### src/rtl/issue_stage_param.sv
// issue_stage_param: single-issue stage between the decoder and the ROB/RS/RF.
// It accepts one decoded instruction per cycle, resolves both operands from the
// RF, the ROB read-out, the same-cycle CDB broadcast and the previous issue, and
// emits one registered allocation pulse carrying the new ROB index.
// Optional macro ISSUE_STATS_EN adds saturating issue/stall counters.
module issue_stage_param #(
    parameter int XLEN      = 32,
    parameter int ROB_DEPTH = 64,
    parameter int IDX_W     = 6,
    parameter int REG_W     = 5
) (
    input  logic             clk,
    input  logic             rst_n,
    input  logic             rdy,
    input  logic             flush,
    input  logic             in_valid,
    output logic             in_ready,
    input  logic [XLEN-1:0]  in_pc,
    input  logic             in_jumped,
    input  logic [5:0]       in_opcode,
    input  logic [REG_W-1:0] in_rs1,
    input  logic [REG_W-1:0] in_rs2,
    input  logic [REG_W-1:0] in_rd,
    input  logic [XLEN-1:0]  in_imm,
    output logic [REG_W-1:0] rf_check1,
    output logic [REG_W-1:0] rf_check2,
    input  logic [XLEN-1:0]  rf_val1,
    input  logic [XLEN-1:0]  rf_val2,
    input  logic [IDX_W-1:0] rf_dep1,
    input  logic [IDX_W-1:0] rf_dep2,
    input  logic             rf_has_dep1,
    input  logic             rf_has_dep2,
    output logic [IDX_W-1:0] rob_check1,
    output logic [IDX_W-1:0] rob_check2,
    input  logic             rob_value_valid1,
    input  logic             rob_value_valid2,
    input  logic [XLEN-1:0]  rob_value1,
    input  logic [XLEN-1:0]  rob_value2,
    input  logic             cdb_valid,
    input  logic [IDX_W-1:0] cdb_idx,
    input  logic [XLEN-1:0]  cdb_value,
    input  logic             rob_full,
    input  logic             rs_full,
    output logic             out_valid,
    output logic [IDX_W-1:0] out_rob_idx,
    output logic [XLEN-1:0]  out_pc,
    output logic [XLEN-1:0]  out_imm,
    output logic [5:0]       out_opcode,
    output logic [REG_W-1:0] out_rd,
    output logic             out_jumped,
    output logic [XLEN-1:0]  out_val1,
    output logic [XLEN-1:0]  out_val2,
    output logic [IDX_W-1:0] out_dep1,
    output logic [IDX_W-1:0] out_dep2,
    output logic             out_has_dep1,
    output logic             out_has_dep2
`ifdef ISSUE_STATS_EN
    ,
    output logic [31:0]      stat_issued,
    output logic [31:0]      stat_stalled
`endif
);

    localparam int RES_W = XLEN + IDX_W + 1;

    logic             fire_p0;
    logic [RES_W-1:0] res1_p0;
    logic [RES_W-1:0] res2_p0;
    logic [IDX_W-1:0] next_idx;
    logic             last_valid;
    logic [REG_W-1:0] last_rd;
    logic [IDX_W-1:0] last_idx;

    // Operand resolution, packed as {has_dep, dep, val}. The previous issue is
    // checked before the RF because its rename is not yet visible in the RF.
    function automatic logic [RES_W-1:0] resolve(
        input logic [REG_W-1:0] rs,
        input logic [XLEN-1:0]  rfv,
        input logic [IDX_W-1:0] rfdep,
        input logic             rfhas,
        input logic             robvv,
        input logic [XLEN-1:0]  robv,
        input logic             lv,
        input logic [REG_W-1:0] lrd,
        input logic [IDX_W-1:0] lidx,
        input logic             cv,
        input logic [IDX_W-1:0] ci,
        input logic [XLEN-1:0]  cval
    );
        logic [RES_W-1:0] r;
        r = '0;
        if (rs == '0) begin
            r = '0;
        end else if (lv && rs == lrd) begin
            if (cv && ci == lidx) r = {1'b0, {IDX_W{1'b0}}, cval};
            else                  r = {1'b1, lidx, {XLEN{1'b0}}};
        end else if (rfhas) begin
            if (robvv)                    r = {1'b0, {IDX_W{1'b0}}, robv};
            else if (cv && ci == rfdep)   r = {1'b0, {IDX_W{1'b0}}, cval};
            else                          r = {1'b1, rfdep, {XLEN{1'b0}}};
        end else begin
            r = {1'b0, {IDX_W{1'b0}}, rfv};
        end
        return r;
    endfunction

    function automatic logic [31:0] sat_inc(input logic [31:0] x);
        return (x == 32'hFFFF_FFFF) ? x : x + 32'd1;
    endfunction

    assign in_ready   = rdy & ~flush & ~rob_full & ~rs_full;
    assign fire_p0    = in_valid & in_ready;
    assign rf_check1  = in_rs1;
    assign rf_check2  = in_rs2;
    assign rob_check1 = rf_dep1;
    assign rob_check2 = rf_dep2;

    // Resolve both operands combinationally from the current request.
    always_comb begin
        res1_p0 = resolve(in_rs1, rf_val1, rf_dep1, rf_has_dep1, rob_value_valid1, rob_value1,
                          last_valid, last_rd, last_idx, cdb_valid, cdb_idx, cdb_value);
        res2_p0 = resolve(in_rs2, rf_val2, rf_dep2, rf_has_dep2, rob_value_valid2, rob_value2,
                          last_valid, last_rd, last_idx, cdb_valid, cdb_idx, cdb_value);
    end

    // ---- p0 -> p1: allocation register, index counter and bypass record ----
    always_ff @(posedge clk or negedge rst_n) begin
        if (!rst_n) begin
            out_valid    <= 1'b0;
            out_rob_idx  <= '0;
            out_pc       <= '0;
            out_imm      <= '0;
            out_opcode   <= '0;
            out_rd       <= '0;
            out_jumped   <= 1'b0;
            out_val1     <= '0;
            out_val2     <= '0;
            out_dep1     <= '0;
            out_dep2     <= '0;
            out_has_dep1 <= 1'b0;
            out_has_dep2 <= 1'b0;
            next_idx     <= '0;
            last_valid   <= 1'b0;
            last_rd      <= '0;
            last_idx     <= '0;
        end else if (rdy) begin
            if (flush) begin
                out_valid    <= 1'b0;
                out_rob_idx  <= '0;
                out_pc       <= '0;
                out_imm      <= '0;
                out_opcode   <= '0;
                out_rd       <= '0;
                out_jumped   <= 1'b0;
                out_val1     <= '0;
                out_val2     <= '0;
                out_dep1     <= '0;
                out_dep2     <= '0;
                out_has_dep1 <= 1'b0;
                out_has_dep2 <= 1'b0;
                next_idx     <= '0;
                last_valid   <= 1'b0;
                last_rd      <= '0;
                last_idx     <= '0;
            end else if (fire_p0) begin
                out_valid    <= 1'b1;
                out_rob_idx  <= next_idx;
                out_pc       <= in_pc;
                out_imm      <= in_imm;
                out_opcode   <= in_opcode;
                out_rd       <= in_rd;
                out_jumped   <= in_jumped;
                out_val1     <= res1_p0[XLEN-1:0];
                out_val2     <= res2_p0[XLEN-1:0];
                out_dep1     <= res1_p0[XLEN +: IDX_W];
                out_dep2     <= res2_p0[XLEN +: IDX_W];
                out_has_dep1 <= res1_p0[RES_W-1];
                out_has_dep2 <= res2_p0[RES_W-1];
                next_idx     <= (next_idx == IDX_W'(ROB_DEPTH - 1)) ? '0 : next_idx + IDX_W'(1);
                last_valid   <= (in_rd != '0);
                last_rd      <= in_rd;
                last_idx     <= next_idx;
            end else begin
                out_valid    <= 1'b0;
                last_valid   <= 1'b0;
            end
        end
    end

`ifdef ISSUE_STATS_EN
    // Saturating issue and stall counters; only reset clears them, flush does not.
    always_ff @(posedge clk or negedge rst_n) begin
        if (!rst_n) begin
            stat_issued  <= '0;
            stat_stalled <= '0;
        end else if (rdy) begin
            if (fire_p0)
                stat_issued <= sat_inc(stat_issued);
            if (in_valid && !in_ready && !flush)
                stat_stalled <= sat_inc(stat_stalled);
        end
    end
`endif

endmodule
### config.mk
export PLATFORM = sky130hd
export DESIGN_NAME = issue_stage_param
export DESIGN_NICKNAME = d
export VERILOG_FILES = /design/src/rtl/issue_stage_param.sv
export SDC_FILE = /design/constraint.sdc
export NUM_CORES = 1
export LEC_CHECK = 0
export CAP_MARGIN = 20
export CORE_AREA = 2 2 180 182
export CTS_BUF_LIST = sky130_fd_sc_hd__clkbuf_4 sky130_fd_sc_hd__clkbuf_8 sky130_fd_sc_hd__clkbuf_16
export DETAILED_ROUTE_END_ITERATION = 10
export DIE_AREA = 0 0 182 184
export SKIP_CTS_REPAIR_TIMING = 1
export SLEW_MARGIN = 20
export SYNTH_ARGS = -nofsm -noshare
export SYNTH_HDL_FRONTEND = slang
export SYNTH_SLANG_ARGS = --single-unit
export TNS_END_PERCENT = 100
### constraint.sdc
create_clock -name clk -period 1.91 [get_ports clk]
set_input_delay 0.2865 -clock clk [delete_from_list [all_inputs] [get_ports clk]]
set_output_delay 0.2865 -clock clk [all_outputs]
set_load 0.01 [all_outputs]
## Yosys cells after proc, flatten, opt, wreduce, memory -nomap -nowiden

Cells that the tools add are included.

| cells by class | value |
|---|---|
| equal/unequal tests | 6 |
| mux-type cells | 42 |
| reductions and logical operators | 10 |
| add/sub/neg operators | 1 |
| bitwise operators | 7 |

Operators by type and width:

| operator | number |
|---|---|
| 39-bit 2-to-1 mux | 11 |
| 32-bit 2-to-1 mux | 8 |
| 6-bit 2-to-1 mux | 11 |
| 6-bit equality test | 3 |
| 5-bit equality test | 2 |
| 5-bit zero test | 2 |
| 1-bit 2-to-1 mux | 10 |
| 5-bit 2-to-1 mux | 2 |
| 6-bit by 1-bit adder with 6-bit output (second input constant) | 1 |
| 6-bit equality test (second input constant) | 1 |
| 1-bit logical AND | 5 |
| 5-bit nonzero test | 1 |
| 1-bit AND | 4 |
| 1-bit inverter | 3 |
| 2-bit AND reduction | 1 |
| 2-bit nonzero test | 1 |

| word-level totals | value |
|---|---|
| logic and storage cells | 81 |
| register bits after elaboration | 168 |
| input port bits | 276 |

## Logic depth before layout (Yosys ltp)

Gate-level depths: netlist of run 1.

| depth | value |
|---|---|
| word-level depth | 9 |
| mapped depth | 7 |
| depth with buffers taken out | 6 |

## Worst setup path after synthesis of run 1

No wires, ideal clock.

| path | value |
|---|---|
| path kind | input to register |
| start | in flush |
| end | reg out_has_dep1 |
| path slack | -109 ps |
| stages | 6 |
| arrival time | 1895 ps |
| setup time | 124 ps |
| required time | 1786 ps |
| path buffers | 2 |
| cells stage by stage | or4b_4 > nor2_1 > o21ai_1 > clkbuf_1 > clkbuf_1 > a211o_1 |

| on the way | value |
|---|---|
| longest elaborated chain between the ends | 7 |

RTL lines:

| element | RTL line | text |
|---|---|---|
| from (decl) | 15 | `input logic flush,` |
| 1-bit inverter | 111 | `assign in_ready = rdy & ~flush & ~rob_full & ~rs_full;` |
| 1-bit AND (3 in a row) | 111 |  |
| 1-bit AND | 112 | `assign fire_p0 = in_valid & in_ready;` |
| 2-bit nonzero test (no source line) | n/a |  |
| 2-bit AND reduction (no source line) | n/a |  |
| to (signal assigned) | 177 | `out_has_dep1 <= res1_p0[RES_W-1];` |
| to (decl) | 55 | `output logic out_has_dep1,` |

Several ways; a longest one is shown, not always the timed one.
A chain may end at the register's enable or synchronous reset.

## Final worst setup path of run 1

| path | value |
|---|---|
| start | in rdy |
| end | reg out_val1[10] |

| on the way | value |
|---|---|
| longest elaborated chain between the ends | 6 |

RTL lines:

| element | RTL line | text |
|---|---|---|
| from (decl) | 14 | `input logic rdy,` |
| 1-bit AND (3 in a row) | 111 |  |
| 1-bit AND | 112 |  |
| 2-bit nonzero test (no source line) | n/a |  |
| 2-bit AND reduction (no source line) (*) | n/a |  |
| to (signal assigned) | 173 | `out_val1 <= res1_p0[XLEN-1:0];` |
| to (decl) | 51 | `output logic [XLEN-1:0] out_val1,` |

Every way passes the cells marked *; elsewhere a longest branch is shown, timed or not.

==> results of run 1 <==
==> cells by family after synthesis <==
logic type                 Yosys count
and+or+nand+nor                    154
DFF                                168
xor gates and xnor gates            29
muxes                                1
buffers and inverters               83
AOI/OAI and AO/OA                  307
adders and majority gates            1
==> path summary, 6_finish.rpt <==
| check | slack, ns | startpoint | end |
|---|---|---|---|
| setup reg to reg | -0.05 | last_rd[3]$_DFFE_PN0P_ | out_val1[10]$_DFFE_PN0P_ |
| max in group asynchronous | 0.95 | rst_n | out_val1[17]$_DFFE_PN0P_ |
| setup / recovery | -0.08 | rdy | out_val1[10]$_DFFE_PN0P_ |
| hold reg to reg | 0.50 | out_val2[8]$_DFFE_PN0P_ | out_val2[8]$_DFFE_PN0P_ |
| hold / removal | 0.23 | rdy | last_valid$_DFFE_PN0P_ |
| min in group asynchronous | 0.39 | rst_n | out_imm[27]$_DFFE_PN0P_ |
==> through the flow <==
step                      power [mW]  utilization, %
after detailed placement        5.60            43.4
final                           9.10            46.5
after CTS                       9.21            45.3
after global placement          5.59            43.4
after floorplan                 4.35               -
after global routing            9.48            46.5
==> layout by cell type, fill, tap and decap left out, drive strengths merged, types with 11 or more instances in the layout <==
cell | synthesis | layout
xnor2 | 24 | 24
buf | 30 | 98
o2bb2ai | 32 | 32
a21oi | 63 | 63
nor2b | 64 | 64
a2bb2oi | 32 | 32
nor2 | 11 | 11
clkdlybuf4s50 | 0 | 452
dfrtp | 168 | 168
a22o | 83 | 83
o21ai | 44 | 44
clkbuf | 49 | 25
a21o | 32 | 32
nand2 | 42 | 42
a221o | 12 | 12
==> registers in the layout, indices dropped and copies added, names as in the netlist, 5 cells and up <==
name        count
out_val2       32
next_idx        6
last_idx        6
out_dep2        6
last_rd         5
out_opcode      6
out_imm        32
out_pc         32
out_val1       32
out_dep1        6
==> layout make-up <==
cell class	instances	share of cell area [%]
inverters	4	0.103
flip-flops and latches	168	28.8
diodes	3	0.0515
well taps	402	3.45
clock buffers	20	3.11
clock inverters	12	0.969
repair buffers	562	39.1
multi-input cells	492	24.3
==> layer usage <==
| metal | part of all wire (%) | up-vias | track usage (%) |
|---|---|---|---|
| met2 | 49 | 342 | 33.8 |
| met1 | 41 | 3879 | 22.5 |
| met3 | 8.3 | 28 | 6.60 |
| met4 | 1.5 | 0 | 5.13 |
| met5 | 0 | - | 0 |
| li1 | - | 3724 | - |
==> report_power, final <==
part | switching [mW] | leakage [nW] | internal [mW]
Combinational | 0.681 | 3.74 | 1.10
Clock | 1.54 | 0.277 | 2.01
Sequential | 0.0856 | 2.32 | 3.68
Total | 2.31 | 6.33 | 6.79
==> results by group, run 1 <==
Synth
  • Share of the yosys chip area belonging to registers: 52.1%
  • Multiplexer area fraction after synthesis: 0.124%
  • Top cells by count, synth: 168 x dfrtp_1, 83 x a22o_1, 64 x nor2b_1, 63 x a21oi_1, 49 x clkbuf_1
  • Avg Synthesized Cell Area: 10.9 sq um
  • Synth cell types: 44
  • Fraction of synthesized cell area in xor and xnor cells: 3.15%
  • FFs w/ async S/R, synth: 100%
  • Post-synth EDFFs: 0
  • Post-Synth Adder-Cell Area: 0.155%
  • Most frequent cell after synthesis: dfrtp_1
  • Synth top area cells: dfrtp_1 52%, a22o_1 9.0%, nor2b_1 5.0%
  • Mapped cell area: 8070 sq um
  • Yosys reg bits: 168
  • Synth Area in Compound Gates: 28.4%
  • Post-synth net total: 1,020
  • Synth Area in Simple Gates: 10.9%
  • Yosys warns: 0
  • Top-area cell type share of the netlist area: 52.1%
  • Top_reg_cell synth: dfrtp_1
  • Largest area contributor in the netlist: dfrtp_1
  • Largest family of logic cells by synthesized area: compound AO/OA/AOI/OAI gates
  • Post-Synthesis Cells: 743

Drt
  • First-pass iteration count of the detailed router: 4
  • Avg WL per Cell: 20.7 um
  • Remaining DRCs: 0
  • Initial detailed-routing violation count: 300
  • Wirelength, routed: 34.5 mm
  • Vias: 7,973
  • Final ANT Viol Nets: 0
  • Vias per std cell: 4.79

CTS
  • Worst-case clock buffer depth: 2
  • Worst-Skew Late Latency: 0.42 ns
  • H-tree depth: 4
  • Root buffer cell: clkbuf_16
  • CTS Buf Count: 17
  • Worst-path clk slew: 0.07 ns
  • Clock sinks: 168
  • CTS tree: done

Worst hold path
  • Min-Delay Path Class: input port to register
  • WHS Path Cells: 2

Critical path
  • Critical-path top delay cell: or4b_4
  • Max incr delay on CP: 0.55 ns
  • Worst path required time: 2.27 ns
  • CP dominant cell by count: buf_4
  • Crit path DAT: 2.35 ns
  • R2R cell count: 7
  • CP delay by family, top: buffers and inverters
  • Crit-path max FO: 6
  • Startpoint types: input port
  • Crit Path Category: input port to register
  • Crit path capture type: register
  • Critical path buffers and inverters: 5
  • Critical Path Stages: 10
  • Worst-path cell chain: dlymetal6s2s_1, or4b_4, a211oi_4, buf_4, o21ai_4, buf_4, o32ai_4, buf_6, clkbuf_16, a21o_1

Timing
  • Hold Slack: 0.231 ns
  • Setup violators final: 51
  • Clock Skews: 0.00991 ns
  • Endpoints failing hold: 0
  • Worst slew pin tran: 0.461 ns
  • Period utilisation layout: 104%
  • F_max: 0.501 GHz
  • Tmin final: 1.99 ns
  • Number of max-slew violations in the final report: 0
  • Slew HR: 69.3%
  • Setup Total Neg Slack: -2.19 ns
  • Post-route setup slack: -0.0844 ns
  • Unrepaired setup endpoints after global routing: true

Floorplanning
  • # rows: 65
  • Die height: 184 um
  • Initial core utilization: 25.7%
  • Core area: 31,400 sq um
  • Ports: 460
  • Die width: 182 um
  • Full die area: 33,500 sq um

Final layout
  • Nets@finish: 1,522
  • Final instance area: 14,600 sq um
  • FILL cells: 2,935
  • Register Area: 4210 sq um
  • Synthesis-to-finish area growth: 80.9%
  • Share of post-route cells with drive strength above 1: 12.6%
  • Multi-input logic area: 3550 sq um
  • Layout Cells excl Fill: 1,663

Power and ir drop
  • Leak: 6.33 nW
  • Max IR drop VDD: 0.460 mV
  • Cell Pwr Density: 624 nW/um^2

GRT
  • Initial antenna violation count: 4
  • Total global-route track usage: 19.3%
  • Number of global-route vias before repair: 8,379
  • First-pass GRT wire length: 49.6 mm
  • Largest net degree at the start of global routing: 53
  • Grt total ovfl: 0

Placed design
  • Input/output buffers: 459
  • Cell Area, Placed: 13,600 sq um
  • Post-Place Cells: 1,611
  • Detail Placement HPWL: 25.4 mm
  • GPL Wtd Cong: 0.805
  • Pre-CTS setup slack: -0.770 ns

Status
  • Status: finished, violations left
  • Failing checks: negative setup slack

Job
  • Max-capacitance violation count: 0
No activity file was read; power rests on OpenSTA's default activity.
==> run 2: changes to the inputs <==
Settings changed: CORE_AREA 2 2 180 182 to 2 2 179 181, DIE_AREA 0 0 182 184 to 0 0 181 183.
Clock period 1.91 ns to 1.7 ns, I/O delays scaled along.
==> run 2 against run 1 <==
The flow still finishes with violations (negative setup slack). Count of clock-buffer cells in the layout is 3 lower. Clock skew barely moved. Largest power group unchanged. Flip-flop and latch count unchanged. Via count rose by 2.1%. Largest cell class unchanged. Sequential power is 12% higher. Non-clock buffer count up 19. Highest routed layer is now met5. Final area rose by 4.0%. Die area fell by 1.1%. Total power is 15% higher. Utilization grew 2.1 points. Worst hold slack got worse by 0.066 ns. Sequential share of layout area is 1.1 points lower. Critical path type is now register to register.
==> results by group, run 2 (synthesized netlist as in run 1, its figures left out) <==
Status
  • Status: finished, violations left
  • Failing checks: negative setup slack

GRT
  • Total global-route track usage: 20.0%
  • Number of global-route vias before repair: 8,531
  • Grt total ovfl: 0
  • Largest net degree at the start of global routing: 82
  • First-pass GRT wire length: 50.5 mm
  • Initial antenna violation count: 4

Timing
  • Hold Slack: 0.165 ns
  • Worst slew pin tran: 0.516 ns
  • Unrepaired setup endpoints after global routing: true
  • F_max: 0.515 GHz
  • Setup violators final: 77
  • Post-route setup slack: -0.241 ns
  • Endpoints failing hold: 0
  • Number of max-slew violations in the final report: 0
  • Tmin final: 1.94 ns
  • Period utilisation layout: 114%
  • Slew HR: 65.6%
  • Setup Total Neg Slack: -10.65 ns
  • Clock Skews: 0.0102 ns

CTS
  • Worst-case clock buffer depth: 2
  • CTS Buf Count: 17
  • CTS tree: done
  • Root buffer cell: clkbuf_16
  • Worst-Skew Late Latency: 0.43 ns
  • H-tree depth: 4
  • Clock sinks: 168
  • Worst-path clk slew: 0.07 ns

Final layout
  • Nets@finish: 1,541
  • FILL cells: 2,866
  • Synthesis-to-finish area growth: 88.2%
  • Util after Layout: 48.6%
  • Commonest cells after routing, fill and taps aside: 422 x clkdlybuf4s50_1, 168 x dfrtp_1, 83 x a22o_1
  • Final instance area: 15,200 sq um
  • Most common cell after layout, fill and taps aside: clkdlybuf4s50_1
  • Multi-input logic area: 3800 sq um
  • Register Area: 4200 sq um
  • Share of post-route cells with drive strength above 1: 17.6%
  • Layout Cells excl Fill: 1,680

Drt
  • Remaining DRCs: 0
  • Avg WL per Cell: 21.5 um
  • Wirelength, routed: 36.2 mm
  • Initial detailed-routing violation count: 355
  • First-pass iteration count of the detailed router: 4
  • Vias per std cell: 4.85
  • Final ANT Viol Nets: 0
  • Vias: 8,142

Worst hold path
  • WHS Path Cells: 3
  • Hold path start: rdy
  • Min-Delay Path Class: input port to register

Critical path
  • Crit path capture type: register
  • R2R cell count: 9
  • Crit. Startpoint: last_rd[3]$_DFFE_PN0P_
  • Worst path required time: 2.01 ns
  • Startpoint types: register
  • Critical-path top delay cell: dfrtp_1
  • Crit path DAT: 2.26 ns
  • CP dominant cell by count: buf_6
  • Crit Path Category: register to register
  • CP delay by family, top: buffers and inverters
  • Critical path buffers and inverters: 4
  • Max incr delay on CP: 0.41 ns
  • Reg2reg start: last_rd[3]$_DFFE_PN0P_
  • Crit-path max FO: 6
  • Worst-path cell chain: buf_6, xnor2_2, nand4_1, buf_4, o21ai_4, o32ai_4, buf_6, buf_12, a21o_1
  • Critical Path Stages: 9

Floorplanning
  • Full die area: 33,100 sq um
  • Die width: 181 um
  • Die height: 183 um
  • Initial core utilization: 25.8%
  • Core area: 31,200 sq um
  • # rows: 65
  • Ports: 460

Job
  • Max-capacitance violation count: 0

Placed design
  • Cell Area, Placed: 13,800 sq um
  • Post-Place Cells: 1,623
  • Input/output buffers: 459
  • GPL Wtd Cong: 0.841
  • Detail Placement HPWL: 25.9 mm
  • Pre-CTS setup slack: -0.870 ns

Power and ir drop
  • Total power: 10.5 mW
  • Leak: 6.94 nW
  • Cell Pwr Density: 689 nW/um^2
  • Max IR drop VDD: 0.613 mV
-- run 2: tightest hold or removal path, stage by stage --
cell	delay (ns)
dlymetal6s2s_1	0.09
buf_4	0.13
o21ai_0	0.07
-- run 2: path summary, 6_finish.rpt --
check / end / slack, ns
max: out_val1[11]$_DFFE_PN0P_ / -0.24
min: last_valid$_DFFE_PN0P_ / 0.17
max reg2reg: out_val1[11]$_DFFE_PN0P_ / -0.24
min reg2reg: out_val2[30]$_DFFE_PN0P_ / 0.49
max in group asynchronous: out_valid$_DFFE_PN0P_ / 0.74
min in group asynchronous: out_opcode[2]$_DFFE_PN0P_ / 0.34
-- run 2: cell type report --
class,instances,area share (%)
clock inverters,14,1.20
diodes,2,0.0330
repair buffers,581,39.8
inverters,4,0.0989
flip-flops and latches,168,27.7
clock buffers,17,2.80
well taps,402,3.31
multi-input cells,492,25.0
-- run 2: where the power goes --
part	total, mW	internal [mW]	switching [mW]	leakage, nW
clock network	4.13	2.35	1.78	0.293
registers	4.24	4.14	0.0979	2.32
logic	2.10	1.29	0.810	4.33
total	10.5	7.77	2.69	6.94
-- run 2: metal layers --
metal | track usage, % | share of wire [%]
met1 | 22.4 | 39
met5 | 0 | 0.047
met4 | 6.05 | 2.6
met2 | 35.4 | 50
met3 | 7.23 | 8.4
